## src/rtl/mem_arbiter_pkg.sv

```systemverilog
// Shared constants for the 16x32 SRAM controller: default widths, depth and FSM state codes.
package mem_pkg;
  localparam int ADDR_W_DEF = 4;
  localparam int DATA_W_DEF = 32;
  localparam int MEM_DEPTH  = 2 ** ADDR_W_DEF;

  localparam logic [0:0] ST_INIT = 1'b0;
  localparam logic [0:0] ST_RUN  = 1'b1;
endpackage

```

## src/rtl/mem_arbiter_if.sv

```systemverilog
// Two-requester request/response bundle; requester i owns slice i of the packed vectors.
interface mem_arbiter_if
  import mem_pkg::*;
#(
  parameter int ADDR_W = ADDR_W_DEF,
  parameter int DATA_W = DATA_W_DEF
);
  logic [1:0]          req_valid;
  logic [1:0]          req_ready;
  logic [1:0]          req_write;
  logic [2*ADDR_W-1:0] req_addr;
  logic [2*DATA_W-1:0] req_wdata;
  logic [1:0]          rsp_valid;
  logic [DATA_W-1:0]   rsp_rdata;

  modport master (
    output req_valid, req_write, req_addr, req_wdata,
    input  req_ready, rsp_valid, rsp_rdata
  );

  modport slave (
    input  req_valid, req_write, req_addr, req_wdata,
    output req_ready, rsp_valid, rsp_rdata
  );
endinterface

```

## src/rtl/mem_arbiter_rr.sv

```systemverilog
// Two-input round-robin arbiter: uncontested requests win outright, ties go to rr_ptr,
// and every grant hands priority to the other side.
module rr_arbiter2 (
  input  logic       clk,
  input  logic       rst_n,
  input  logic       en_i,
  input  logic [1:0] valid_i,
  output logic [1:0] gnt_o,
  output logic       gidx_o
);
  logic rr_ptr_q, rr_ptr_d;

  always_comb begin
    gnt_o  = 2'b00;
    gidx_o = 1'b0;
    if (en_i) begin
      case (valid_i)
        2'b01:   begin gnt_o = 2'b01; gidx_o = 1'b0; end
        2'b10:   begin gnt_o = 2'b10; gidx_o = 1'b1; end
        2'b11:   begin gidx_o = rr_ptr_q; gnt_o = rr_ptr_q ? 2'b10 : 2'b01; end
        default: begin gnt_o = 2'b00; gidx_o = 1'b0; end
      endcase
    end
  end

  always_comb begin
    rr_ptr_d = rr_ptr_q;
    if (|gnt_o) rr_ptr_d = ~gidx_o;
  end

  always_ff @(posedge clk) begin
    if (!rst_n) rr_ptr_q <= 1'b0;
    else        rr_ptr_q <= rr_ptr_d;
  end
endmodule

```

## src/rtl/mem_arbiter.sv

```systemverilog
// SRAM controller: clears all words after reset, then shares the single port between two
// requesters. Optional per-requester grant counters under `define MEM_ARB_STATS_EN.
module mem_arbiter
  import mem_pkg::*;
#(
  parameter int ADDR_W = ADDR_W_DEF,
  parameter int DATA_W = DATA_W_DEF
) (
  input  logic              clk,
  input  logic              rst_n,
  mem_arbiter_if.slave      req,
  output logic              init_done,
  output logic [ADDR_W-1:0] mem_addr,
  output logic [DATA_W-1:0] mem_data_in,
  output logic              mem_write_enable,
  output logic              mem_read_enable,
  input  logic [DATA_W-1:0] mem_data_out
`ifdef MEM_ARB_STATS_EN
  ,
  output logic [15:0]       grant_cnt0,
  output logic [15:0]       grant_cnt1
`endif
);
  logic [0:0]        state_q, state_d;
  logic [ADDR_W-1:0] init_cnt_q, init_cnt_d;
  logic              init_done_q, init_done_d;
  logic [1:0]        rsp_valid_q, rsp_valid_d;
  logic [1:0]        gnt;
  logic              gidx;
  logic              run_en;

  // Grants only exist in RUN and are forced off while reset is held.
  assign run_en = rst_n && (state_q == ST_RUN);

  rr_arbiter2 u_rr (
    .clk     (clk),
    .rst_n   (rst_n),
    .en_i    (run_en),
    .valid_i (req.req_valid),
    .gnt_o   (gnt),
    .gidx_o  (gidx)
  );

  assign req.req_ready = gnt;
  assign req.rsp_valid = rsp_valid_q;
  assign req.rsp_rdata = mem_data_out;
  assign init_done     = init_done_q;

  always_comb begin
    mem_addr         = init_cnt_q;
    mem_data_in      = '0;
    mem_write_enable = 1'b0;
    mem_read_enable  = 1'b0;
    if (rst_n) begin
      if (state_q == ST_INIT) begin
        mem_write_enable = 1'b1;
      end else if (|gnt) begin
        mem_addr         = gidx ? req.req_addr[2*ADDR_W-1:ADDR_W] : req.req_addr[ADDR_W-1:0];
        mem_data_in      = gidx ? req.req_wdata[2*DATA_W-1:DATA_W] : req.req_wdata[DATA_W-1:0];
        mem_write_enable = req.req_write[gidx];
        mem_read_enable  = ~req.req_write[gidx];
      end
    end
  end

  always_comb begin
    state_d     = state_q;
    init_cnt_d  = init_cnt_q;
    init_done_d = init_done_q;
    // gnt is one-hot, so this marks exactly the requester whose read was issued.
    rsp_valid_d = gnt & ~req.req_write;
    if (state_q == ST_INIT) begin
      init_cnt_d = init_cnt_q + 1'b1;
      if (init_cnt_q == {ADDR_W{1'b1}}) begin
        state_d     = ST_RUN;
        init_done_d = 1'b1;
      end
    end
  end

  always_ff @(posedge clk) begin
    if (!rst_n) begin
      state_q     <= ST_INIT;
      init_cnt_q  <= '0;
      init_done_q <= 1'b0;
      rsp_valid_q <= 2'b00;
    end else begin
      state_q     <= state_d;
      init_cnt_q  <= init_cnt_d;
      init_done_q <= init_done_d;
      rsp_valid_q <= rsp_valid_d;
    end
  end

`ifdef MEM_ARB_STATS_EN
  logic [15:0] cnt0_q, cnt0_d, cnt1_q, cnt1_d;

  always_comb begin
    cnt0_d = cnt0_q;
    cnt1_d = cnt1_q;
    if (gnt[0] && (cnt0_q != 16'hFFFF)) cnt0_d = cnt0_q + 16'd1;
    if (gnt[1] && (cnt1_q != 16'hFFFF)) cnt1_d = cnt1_q + 16'd1;
  end

  always_ff @(posedge clk) begin
    if (!rst_n) begin
      cnt0_q <= '0;
      cnt1_q <= '0;
    end else begin
      cnt0_q <= cnt0_d;
      cnt1_q <= cnt1_d;
    end
  end

  assign grant_cnt0 = cnt0_q;
  assign grant_cnt1 = cnt1_q;
`endif
endmodule

```

## src/flat_wrapper.sv

```systemverilog
// flat-port wrapper written by rule: the top's interface ports become plain ports
module mem_arbiter_flat import mem_pkg::*;
#(
  parameter int ADDR_W = ADDR_W_DEF,
  parameter int DATA_W = DATA_W_DEF
)
  (clk, rst_n, init_done, mem_addr, mem_data_in, mem_write_enable, mem_read_enable, mem_data_out, req_req_valid, req_req_write, req_req_addr, req_req_wdata, req_req_ready, req_rsp_valid, req_rsp_rdata);
  mem_arbiter_if #(.ADDR_W(ADDR_W), .DATA_W(DATA_W)) req_i ();
  input  logic clk;
  input  logic rst_n;
  output logic init_done;
  output logic [ADDR_W-1:0] mem_addr;
  output logic [DATA_W-1:0] mem_data_in;
  output logic mem_write_enable;
  output logic mem_read_enable;
  input  logic [DATA_W-1:0] mem_data_out;
  input wire logic [$bits(req_i.req_valid)-1:0] req_req_valid;
  input wire logic [$bits(req_i.req_write)-1:0] req_req_write;
  input wire logic [$bits(req_i.req_addr)-1:0] req_req_addr;
  input wire logic [$bits(req_i.req_wdata)-1:0] req_req_wdata;
  output wire logic [$bits(req_i.req_ready)-1:0] req_req_ready;
  output wire logic [$bits(req_i.rsp_valid)-1:0] req_rsp_valid;
  output wire logic [$bits(req_i.rsp_rdata)-1:0] req_rsp_rdata;
  assign req_i.req_valid = req_req_valid;
  assign req_i.req_write = req_req_write;
  assign req_i.req_addr = req_req_addr;
  assign req_i.req_wdata = req_req_wdata;
  assign req_req_ready = req_i.req_ready;
  assign req_rsp_valid = req_i.rsp_valid;
  assign req_rsp_rdata = req_i.rsp_rdata;
  mem_arbiter #(.ADDR_W(ADDR_W), .DATA_W(DATA_W)) u_core (.clk(clk), .rst_n(rst_n), .req(req_i), .init_done(init_done), .mem_addr(mem_addr), .mem_data_in(mem_data_in), .mem_write_enable(mem_write_enable), .mem_read_enable(mem_read_enable), .mem_data_out(mem_data_out));
endmodule
```

## config.mk

```make
export PLATFORM = sky130hd
export DESIGN_NAME = mem_arbiter_flat
export DESIGN_NICKNAME = d
export VERILOG_FILES = /design/src/rtl/mem_arbiter_pkg.sv /design/src/rtl/mem_arbiter_if.sv /design/src/rtl/mem_arbiter_rr.sv /design/src/rtl/mem_arbiter.sv /design/src/flat_wrapper.sv
export SDC_FILE = /design/constraint.sdc
export NUM_CORES = 1
export LEC_CHECK = 0
export CAP_MARGIN = 20
export CORE_MARGIN = 10
export CORE_UTILIZATION = 25
export DETAILED_ROUTE_END_ITERATION = 6
export PLACE_DENSITY = 0.87
export SLEW_MARGIN = 20
export SYNTH_ARGS = -nofsm -noshare
export SYNTH_HDL_FRONTEND = slang
export SYNTH_SLANG_ARGS = --single-unit
```

## constraint.sdc

```tcl
create_clock -name clk -period 2.46 [get_ports clk]
set_input_delay 0.369 -clock clk [delete_from_list [all_inputs] [get_ports clk]]
set_output_delay 0.369 -clock clk [all_outputs]
set_load 0.02 [all_outputs]
```

# After elaboration in Yosys (flattened, before gate mapping)
# Cells that the tools add are included.
# op_classes
n_addsub	1
n_mul	0
div	0
order_cmp	1
eq_ne	4
shift	0
mux	23
bitwise_logic	5
reduce_logical	3
# ops
cell	count
2-to-1 mux 32 bit	4
2-to-1 mux 4 bit	4
2-to-1 mux 1 bit	11
one-hot mux 2 bit (3 select lines)	1
adder 4 x 1 -> 4 bit (second input constant)	1
== test 2 bit (second input constant)	2
== test 4 bit (second input constant)	1
2-to-1 mux 2 bit	2
NOT 1 bit	3
AND 2 bit	1
== test 2 x 1 -> 1 bit (second input constant)	1
less-than comparator 1 x 2 -> 1 bit (second input constant)	1
NOT 2 bit	1
one-hot mux 1 bit (2 select lines)	1
AND reduction 2 bit	1
OR reduction 2 bit	1
logical AND 1 bit	1
# totals
register_bits	9
latchBits	0
mem_bits_rw	0
mem_bits_ro	0
inputBits	110
output_inout_bits	75
word_cells	42
mem_count	0

# Longest topological paths before layout
# logic_depth
word_depth	9
ltp_mapped	6
ltp_nobuf	5

# Hierarchy
# From an unflattened synthesis, not the netlist that was laid out.
# unflattened
hier_cells	162
area_unflattened_um2	1267.5
# modules_own_cells
mod	n_inst	cells_per_inst	area_each_um2	seq_area_each_um2
mem_arbiter	1	152	1203.7	160.2
rr_arbiter2	1	10	63.8	20.0

# Worst setup path after synthesis
# OpenSTA, ideal clock, no wires.
# synth_path
path_kind	reg-to-output
start	register u_core.u_rr.rr_ptr_q
end	output port mem_addr[0]
t_arrival_ps	1323
t_required_ps	2091
slack_ps	768
path_stages_with_launch	6
n_path_buf	1
path_cell_list	dfxtp_1 nand2b_4 nand4_4 buf_6 mux2i_1 o21ai_0
# synth_via
elab_chain_len	7
elab_cells_between_ends	10
classes_between	mux (9); reduce/logical (1)
# synth_rtl
element	line_no	rtl
start: declaration	mem_arbiter_rr.sv:11	logic rr_ptr_q, rr_ptr_d;
start signal: assignment	mem_arbiter_rr.sv:33	else rr_ptr_q <= rr_ptr_d;
2-to-1 mux 2 bit	mem_arbiter_rr.sv:20	2'b11: begin gidx_o = rr_ptr_q; gnt_o = rr_ptr_q ? 2'b10 : 2'b01; end
one-hot mux 2 bit (3 select lines)	mem_arbiter_rr.sv:17	case (valid_i)
2-to-1 mux 2 bit	mem_arbiter_rr.sv:16	if (en_i) begin
OR reduction 2 bit	mem_arbiter.sv:57	end else if (|gnt) begin
2-to-1 mux 4 bit *	mem_arbiter.sv:57	
2-to-1 mux 4 bit *	mem_arbiter.sv:55	if (state_q == ST_INIT) begin
2-to-1 mux 4 bit *	mem_arbiter.sv:54	if (rst_n) begin
end: declaration	flat_wrapper.sv:12	output logic [ADDR_W-1:0] mem_addr;
# Mark *: on every way between the ends. The rest lies on a longest branch, timed or not.

# Worst setup path after layout
# layout_path
start	input port req_req_valid[0]
end	output port mem_data_in[3]
# layout_via
elab_chain_len	7
elab_cells_between_ends	12
classes_between	eq/ne (3); mux (8); reduce/logical (1)
# layout_rtl
element	line_no	rtl
start: declaration	flat_wrapper.sv:17	input wire logic [$bits(req_i.req_valid)-1:0] req_req_valid;
== test 2 bit / == test 2 x 1 -> 1 bit (equally long branches)	mem_arbiter_rr.sv:17	
one-hot mux 2 bit (3 select lines) / one-hot mux 1 bit (2 select lines) (equally long branches)	mem_arbiter_rr.sv:17	
2-to-1 mux 2 bit / 2-to-1 mux 1 bit (equally long branches)	mem_arbiter_rr.sv:16	
OR reduction 2 bit / 2-to-1 mux 32 bit (equally long branches)	mem_arbiter.sv:57, mem_arbiter.sv:59	
2-to-1 mux 32 bit *	mem_arbiter.sv:57	
2-to-1 mux 32 bit *	mem_arbiter.sv:55	
2-to-1 mux 32 bit *	mem_arbiter.sv:54	
end: declaration	flat_wrapper.sv:13	output logic [DATA_W-1:0] mem_data_in;
# Marks and branches as above.

==> impl_metrics.tcl <==
set metrics [dict create \
    run_status "finished, final reports clean" \
    wl_per_cell_um 15.3 \
    slew_violations 0 \
    syn-num-nets 305 \
    clock-root-buffer "clkbuf_8" \
    crit_slowest_cell "clkdlybuf4s50_1" \
    syn_inst 194 \
    place_ws_ns -0.181 \
    hp-class "reg -> reg" \
    yosysWarnings 0 \
    p_per_area_nw_per_um2 218 \
    routabilityCongestion 0.850 \
    drt-pass1-iter-count 4 \
    fin_ws_ns 0.108 \
    crit_start "req_req_valid[0]" \
    min_to "u_core.init_done$_SDFFE_PN0P_" \
    insertion_delay_ns 0.24 \
    r2r-start "u_core.init_cnt_q[0]$_SDFFE_PN0N_" \
    drv_cap 0 \
    floorplan.initialDensity_pct 25.7 \
    ys_seq_area_share_pct 14.8 \
    postSynthAreaPerCell_um2 6.26 \
    max_freq_ghz 0.425 \
    route.detailed.drc 0 \
    rsz0062_at_grt "no" \
    synthesis.area_um2 1210 \
    power_frac_seq_pct 30.5 \
    grt_pass1_vias 1632 \
    hpwl_um 4580 \
    reg2regPathDepth 4 \
    drive_gt1_share_pct 7.64 \
    dr.max_layer_used "met4" \
    p_comb_share_pct 34.6 \
    path_class "in -> out" \
    area_growth_pct 93.5 \
    rows 25 \
    hold_violations 0 \
    cellLeakagePower_nw 1.17 \
    startpoint_type "input pin" \
    crit_chain "clkdlybuf4s50_1 -> nand2b_4 -> nand4_4 -> clkinv_2 -> buf_12 -> nand2_1 -> a21oi_1 -> dlygate4sd2_1" \
    crit_family "buffers and inverters" \
    clockPowerShare_pct 34.9 \
    worstHoldPathCells 2 \
    swShare_pct 23.0 \
    peakVddDrop_uv 240 \
    routed-wl-met2_um 2650 \
    n_fill_cell 473 \
    io_pins 185 \
    layout_min_cycle_time_ns 2.35 \
    grt_pass1_wl_um 8630 \
    finalWirelength_um 5450 \
    p_sw_uw 117 \
    post_cts_resized 37 \
    fin_crit_sh_pct 95.6 \
    nets 400 \
    htreeDepth 1 \
    ant_nets 0 \
    relSlewSlack_pct 82.1 \
    fp.dieW_um 89.7 \
    die-area_um2 8050 \
    cts.sinks 9 \
    clock_path_buffers 2 \
    min-delay-start "u_core.init_done$_SDFFE_PN0P_" \
    via_per_inst 4.40 \
    skew_ns 0.00114 \
    arrival_ns 1.98 \
    tritoncts "built" \
    grt_antenna_before_repair 0 \
    gr-total-overflow 0 \
    crit_path_max_incr_delay_ns 0.49 \
    antenna_cells 0 \
    drt_iter0_drc 31 \
    internal_power_uw 394 \
    critical_path_buf_inv_count 4 \
    grt_max_degree 26 \
    grt.total_usage_pct 12.8 \
    critPathCaptureType "output port" \
    crit_fanout 25 \
    required_ns 2.09 \
    portBuffers 120 \
    postCtsSetupBuffers 0 \
    cts_made_buffers 3 \
    met1_length_um 2180 \
    total_power_uw 512 \
    ys_types 25 \
    r2r_slack_ns 1.38 \
    route.met3.wl_um 481 \
    clkTransAtPathRegs_ns 0.05 \
    postCtsHoldBufs 0 \
    reg2reg_to "u_core.init_cnt_q[2]$_SDFFE_PN0N_" \
    ys_ff_latch 9 \
    setup_viol 0 \
    worstMarginPinSlew_ns 0.268 \
    die_height_um 89.7 \
    coreArea_um2 4720 \
    vias 1563 \
]
## layer usage
layer | global-route usage [%] | vias to the layer above
met1 | 13.1 | 678
met2 | 22.8 | 86
met4 | 4.72 | 0
met3 | 5.32 | 15
met5 | 0 | -
li1 | - | 784
## logic make-up after synthesis
kind of cell	count (synthesis)	share of synthesized area, %
flip-flops	9	14.8
multiplexers	6	4.94
AO/OA/AOI/OAI	43	18.8
adder cells (fa/ha/maj)	1	1.03
buffers and inverters	47	28.6
AND/OR/NAND/NOR	85	29.6
XOR/XNOR	3	2.16
## power groups by stage
stage	Sequential, mW	Combinational [mW]	Clock (mW)
3_5_place_dp	0.158	0.180	0
3_3_place_gp	0.159	0.178	0
4_1_cts	0.156	0.178	0.187
2_1_floorplan	0.157	0.112	0
6_report	0.156	0.177	0.179
5_1_grt	0.156	0.192	0.191
## how the worst max path moves through the flow
stage / to / slack, ns / cells past startpoint
2_1_floorplan: mem_addr[0] / 0.77 / 5
3_3_place_gp: mem_data_in[29] / -0.15 / 8
3_5_place_dp: mem_data_in[29] / -0.18 / 8
4_1_cts: mem_write_enable / 0.03 / 5
5_1_grt: mem_data_in[15] / 0.004 / 8
6_report: mem_data_in[3] / 0.11 / 8
## worst min-delay path: cells and delay by family (launching register included)
family	cells	cell delay, ns
flops	1	0.32
compound gates	1	0.04
simple gates	1	0.07
## synth_stat cells (all sizes together)
cell type  count  area share, %
inv            2           0.62
xor2           2            1.4
o21ba          1           0.82
a31oi          1           0.52
a21oi         34             14
nand4          2            2.3
dfxtp          9             15
clkinv         1           0.41
o21ai          4            1.6
nor2           8            2.7
nand3          2           0.82
nand2         70             22
mux2i          6            4.9
ha             1            1.0
a2bb2oi        1           0.72
o211ai         1           0.62
o22ai          1           0.52
xnor2          1           0.72
nand2b         1            1.1
buf           44             28
nor2b          2            1.0
## sequential cells by signal, summed over array words and instances, names as in the netlist
| register | cells |
|---|---|
| u_core.init_cnt_q | 4 |
| u_core.init_done | 1 |
| u_core.state_q | 1 |
| u_core.req.rsp_valid | 2 |
| u_core.u_rr.rr_ptr_q | 1 |
## metrics by stage
step	util (%)	cells	setup TNS (ns)	hold WS [ns]	instance area, µm²
2_1_floorplan	-	194	0	0.441	1210
3_3_place_gp	49.6	351	-3.91	0.457	2340
3_5_place_dp	49.6	351	-5.62	0.465	2340
4_1_cts	49.6	355	0	0.476	2340
5_1_grt	49.8	355	0	0.543	2350
6_report	49.8	355	0	0.471	2350
## placed cells by master (no fill, tap or decap), types with 3 or more instances in the layout
| cell type | count |
|---|---|
| clkdlybuf4s50_1 | 81 |
| nand2_1 | 70 |
| dlygate4sd2_1 | 35 |
| a21oi_1 | 34 |
| dfxtp_1 | 9 |
| buf_4 | 8 |
| nor2_1 | 7 |
| mux2i_1 | 6 |
| buf_12 | 6 |
| o21ai_0 | 4 |
| clkbuf_8 | 3 |
## final cells by class
| cell class | count | area, µm² | share of cell area, % |
|---|---|---|---|
| tap | 67 | 83.8 | 3.57 |
| clock buffer | 4 | 45.0 | 1.92 |
| inverter | 3 | 12.5 | 0.532 |
| sequential | 9 | 180 | 7.66 |
| timing repair buffer | 134 | 1340 | 57.1 |
| multi-input combinational | 138 | 687 | 29.2 |
Note: power is estimated with default switching activity, not from simulation.
